[src/rtl/y86_regfile_if.sv]
// rtl/y86_regfile_if.sv - decode/regfile port bundle: read IDs and data, write IDs and data, debug read
interface y86_regfile_if #(
    parameter int W = 64
);
    logic         we;
    logic [3:0]   srcA;
    logic [3:0]   srcB;
    logic [W-1:0] valA;
    logic [W-1:0] valB;
    logic [3:0]   dstE;
    logic [W-1:0] valE;
    logic [3:0]   dstM;
    logic [W-1:0] valM;
    logic [3:0]   dbg_sel;
    logic [W-1:0] dbg_val;

    modport master (
        output we, srcA, srcB, dstE, valE, dstM, valM, dbg_sel,
        input  valA, valB, dbg_val
    );

    modport slave (
        input  we, srcA, srcB, dstE, valE, dstM, valM, dbg_sel,
        output valA, valB, dbg_val
    );
endinterface

[src/rtl/y86_regfile.sv]
// rtl/y86_regfile.sv - Y86-64 register file, 15 x W, two comb reads + debug read, two sync writes
// Optional write-through reads when REGFILE_BYPASS_EN is defined.
module y86_regfile #(
    parameter int           W        = 64,
    parameter logic [W-1:0] RSP_INIT = '0
) (
    input  logic           clk,
    input  logic           rst,
    y86_regfile_if.slave   rf
);
    localparam logic [3:0] RNONE = 4'hF;
    localparam logic [3:0] RRSP  = 4'h4;

    logic [W-1:0] regs [0:14];

    // M is assigned after E so a same-ID collision leaves valM in the register.
    always_ff @(posedge clk) begin
        if (rst) begin
            for (int i = 0; i < 15; i++) begin
                regs[i] <= '0;
            end
            regs[RRSP] <= RSP_INIT;
        end else if (rf.we) begin
            if (rf.dstE != RNONE) begin
                regs[rf.dstE] <= rf.valE;
            end
            if (rf.dstM != RNONE) begin
                regs[rf.dstM] <= rf.valM;
            end
        end
    end

    logic [3:0]   rd_sel [0:2];
    logic [W-1:0] rd_val [0:2];

    assign rd_sel[0] = rf.srcA;
    assign rd_sel[1] = rf.srcB;
    assign rd_sel[2] = rf.dbg_sel;

    always_comb begin
        for (int p = 0; p < 3; p++) begin
            rd_val[p] = '0;
            if (rd_sel[p] != RNONE) begin
                rd_val[p] = regs[rd_sel[p]];
`ifdef REGFILE_BYPASS_EN
                if (!rst && rf.we) begin
                    if (rf.dstE == rd_sel[p]) begin
                        rd_val[p] = rf.valE;
                    end
                    if (rf.dstM == rd_sel[p]) begin
                        rd_val[p] = rf.valM;
                    end
                end
`endif
            end
        end
    end

    assign rf.valA    = rd_val[0];
    assign rf.valB    = rd_val[1];
    assign rf.dbg_val = rd_val[2];
endmodule

[src/flat_wrapper.sv]
// flat-port wrapper written by rule: the top's interface ports become plain ports
module y86_regfile_flat 
#(
    parameter int           W        = 64,
    parameter logic [W-1:0] RSP_INIT = '0
)
  (clk, rst, rf_we, rf_srcA, rf_srcB, rf_dstE, rf_valE, rf_dstM, rf_valM, rf_dbg_sel, rf_valA, rf_valB, rf_dbg_val);
  y86_regfile_if #(.W(W)) rf_i ();
  input  logic clk;
  input  logic rst;
  input wire logic [$bits(rf_i.we)-1:0] rf_we;
  input wire logic [$bits(rf_i.srcA)-1:0] rf_srcA;
  input wire logic [$bits(rf_i.srcB)-1:0] rf_srcB;
  input wire logic [$bits(rf_i.dstE)-1:0] rf_dstE;
  input wire logic [$bits(rf_i.valE)-1:0] rf_valE;
  input wire logic [$bits(rf_i.dstM)-1:0] rf_dstM;
  input wire logic [$bits(rf_i.valM)-1:0] rf_valM;
  input wire logic [$bits(rf_i.dbg_sel)-1:0] rf_dbg_sel;
  output wire logic [$bits(rf_i.valA)-1:0] rf_valA;
  output wire logic [$bits(rf_i.valB)-1:0] rf_valB;
  output wire logic [$bits(rf_i.dbg_val)-1:0] rf_dbg_val;
  assign rf_i.we = rf_we;
  assign rf_i.srcA = rf_srcA;
  assign rf_i.srcB = rf_srcB;
  assign rf_i.dstE = rf_dstE;
  assign rf_i.valE = rf_valE;
  assign rf_i.dstM = rf_dstM;
  assign rf_i.valM = rf_valM;
  assign rf_i.dbg_sel = rf_dbg_sel;
  assign rf_valA = rf_i.valA;
  assign rf_valB = rf_i.valB;
  assign rf_dbg_val = rf_i.dbg_val;
  y86_regfile #(.W(W), .RSP_INIT(RSP_INIT)) u_core (.clk(clk), .rst(rst), .rf(rf_i));
endmodule
[config.mk]
export PLATFORM = sky130hd
export DESIGN_NAME = y86_regfile_flat
export DESIGN_NICKNAME = d
export VERILOG_FILES = /design/src/rtl/y86_regfile_if.sv /design/src/rtl/y86_regfile.sv /design/src/flat_wrapper.sv
export SDC_FILE = /design/constraint.sdc
export NUM_CORES = 2
export LEC_CHECK = 0
export CAP_MARGIN = 20
export CORE_ASPECT_RATIO = 1.75
export CORE_UTILIZATION = 45
export CTS_CLUSTER_DIAMETER = 120
export DETAILED_ROUTE_END_ITERATION = 10
export GPL_TIMING_DRIVEN = 0
export PLACE_DENSITY_LB_ADDON = 0.2
export SYNTH_ARGS = -nofsm -noshare
export SYNTH_HDL_FRONTEND = slang
export SYNTH_SLANG_ARGS = --single-unit
[constraint.sdc]
create_clock -name clk -period 10.2 [get_ports clk]
set_input_delay 2.04 -clock clk [delete_from_list [all_inputs] [get_ports clk]]
set_output_delay 2.04 -clock clk [all_outputs]
set_load 0.1 [all_outputs]
==> flow_summary.yaml <==
place:
  port-buffer-count: 333
  placer_congestion: 1.03
  placed_cell_area_um2: 68100
  dp_slack_ns: 0.951
  dp_hpwl_um: 216000
global_route:
  grt_pass1_wl_um: 411000
  global_route.usage.total_pct: 43.7
  largest_net_degree_at_the_start_of_global_routing: 43
  number_of_global_route_vias_before_repair: 53682
  grt_antenna_before_repair: 27
  overall_overflow_remaining_after_global_route: 0
final_layout:
  finish.instance_area_um2: 71600
  num-nets-final: 5189
  max_flop_register: "u_core.regs"
  layout.area.seq_um2: 28800
  max_ffs_per_register: 960
  multi_input_comb_area_um2: 29500
  reg.largest.list: "u_core.regs: 960 flops"
  drive_above_1_share_pct: 18.0
  synthToLayoutAreaGrowth_pct: 17.3
  fillers: 11502
critical_path:
  worstPathRequired_ns: 8.16
  crit_path_kind: "in2out"
  arrival_ns: 7.72
  kind_of_launch_point_of_the_worst_setup_path: "primary input"
  timing.critical_path.from: "rf_srcA[3]"
  worstPathMaxFanout: 10
  endpoint_kind: "output pin"
logic_synthesis:
  synthesis.nets: 4675
  synth_top_cell_area_share_pct: 47.2
  ys_async_sr_fraction_pct: 0
  synth_enable_flop_cells: 960
  post_synth_instance_area_um2: 61000
  netlist_top_cells_area: "edfxtp_1 47%, mux4_2 14%, a22o_1 14%"
  yosysWarnings: 0
  post_synth_most_frequent_cells: "960 x a22o_1, 960 x edfxtp_1, 449 x mux2i_1, 427 x clkbuf_1, 386 x mux4_2"
  ys.flop_type: "edfxtp_1"
  synth.distinct_cells: 41
  syn-mean-instance-area_um2: 13.5
  synth_seq_area_share_pct: 47.2
  synthesis.instances: 4524
  number_of_synthesized_register_bits: 960
  synth_area_leader: "edfxtp_1"
floorplan:
  fp-row-count: 178
  io_pins: 343
  fp.dieH_um: 489
  floorplan.die.width_um: 280
  core_region_area_um2: 135000
  initial_core_util_pct: 45.4
  floorplan.die_area_um2: 137000
sta:
  timing.final.ws_setup_ns: 0.435
  period_needed_ns: 9.76
  max_slew_margin_pct: 10.7
  slew_at_the_pin_closest_to_its_max_slew_limit_ns: 1.34
  setup_viol_count_final: 0
  layout_worst_path_cycle_share_pct: 95.7
  clock.fmax_mhz: 102
  slew_violations: 0
  hold_violations: 0
  grt_setup_unrepaired: "no"
drt:
  post-route-drc-count: 0
  average_detailed_routed_wire_length_per_instance_um: 43.9
  drt_wl_total_um: 305000
  vias: 54512
  detail_route.first_pass.iterations: 10
  drt-initial-drc-count: 8884
  postRouteAntennaNets: 0
  vias_per_cell: 7.85
clock_tree:
  cts.path.max_buffers: 3
  clkSinkCount: 960
  tritoncts: "done"
  clock_tree.root_cell: "clkbuf_16"
  cts.clk_slew.worst_paths_ns: 0.06
  hold_bufs_inserted_after_cts: 0
  cts_buffers: 97
  htree_num_levels: 3
  ctsResizeCount: 0
  postCtsSetupRepairBufs: 0
hold_path:
  worst_hold_startpoint: "rf_valE[8]"
  type_of_the_tightest_min_delay_check: "in2reg"
pwr:
  power.density_cell_area_nw_per_um2: 162
  static_leakage_nw: 24.7
  ir_drop_v: 0.000146
status:
  status: "completed"
run:
  maxCapViolations: 0
[per-layer routing]
| metal | global-route usage [%] | vias to the layer above | routed length, um |
|---|---|---|---|
| li1 | - | 20407 | - |
| met1 | 46.7 | 26784 | 93200 |
| met2 | 67.9 | 5432 | 137000 |
| met3 | 15.2 | 1869 | 40200 |
| met4 | 39.8 | 20 | 34300 |
| met5 | 0 | - | 187 |
[layout by cell type, fill, tap and decap left out, types with 63 or more instances in the layout]
master           netlist  routed
mux2i_1              449     449
edfxtp_1             960     960
mux2_2               125     125
inv_1                 63      63
mux4_2               386     386
a22o_1               960     960
clkbuf_16              0     101
o211ai_1              63      63
clkbuf_1             427     441
buf_1                 71      71
o221ai_1              65      65
a22oi_1              187     187
o21ai_0              138     130
nand2_1               69      69
buf_2                141     141
o22ai_1              188     188
clkdlybuf4s50_1        0     333
a221oi_1             124     124
[final cells by class]
class                           count  share of cell area (%)
Antenna cell                       28                  0.0978
Buffer                            646                    3.70
Sequential cell                   960                    40.3
Multi-Input combinational cell   2853                    41.2
Inverter                           65                   0.341
Clock buffer                      116                    3.61
Tap cell                         1800                    3.14
Timing Repair Buffer              415                    6.79
Clock inverter                     61                   0.894
[critical path, stage by stage]
cell and delay (ns):
clkdlybuf4s50_1 0.59, clkbuf_1 0.61, buf_8 0.26, and3b_1 0.17, clkbuf_1 0.94, clkbuf_1 0.67
a221oi_1 0.21, o21ai_0 0.91, clkdlybuf4s50_1 1.30
[path summary, 6_finish.rpt]
kind                          end  slack, ns  cells past startpoint
max                   rf_valA[61]       0.44                      9
min   u_core.regs[0][8]$_DFFE_PP_       2.10                      2
[through the flow]
stage          TNS (ns)  power [mW]  util (%)  hold WS, ns  std cells
3_5_place_dp          0        7.74      50.7         2.86       6726
5_1_grt               0        11.7      53.2         2.11       6917
2_1_floorplan         0        6.68         -         2.24       4524
4_1_cts               0        11.4      53.1         2.09       6903
3_3_place_gp   -2581.08        7.69      49.5         2.86       6657
6_report              0        11.6      53.2         2.10       6944
[kinds of logic (layout without fill, tap and decap cells)]
logic type | count (synthesis) | count (layout) | share of synthesized area (%)
buf+inv | 711 | 1303 | 4.74
flops | 960 | 960 | 47.2
mux | 960 | 960 | 23.9
other cells | 0 | 28 | 0
simple gates | 156 | 156 | 1.36
compound gates | 1737 | 1737 | 22.8
[where the power goes]
| part | internal [mW] | total, mW | switching [mW] | leakage [nW] |
|---|---|---|---|---|
| clock network | 2.13 | 3.84 | 1.71 | 1.56 |
| logic | 0.895 | 2.97 | 2.07 | 14.0 |
| registers | 4.61 | 4.81 | 0.198 | 9.20 |
| total | 7.64 | 11.6 | 3.98 | 24.7 |
Note: power is estimated with default switching activity, not from simulation.
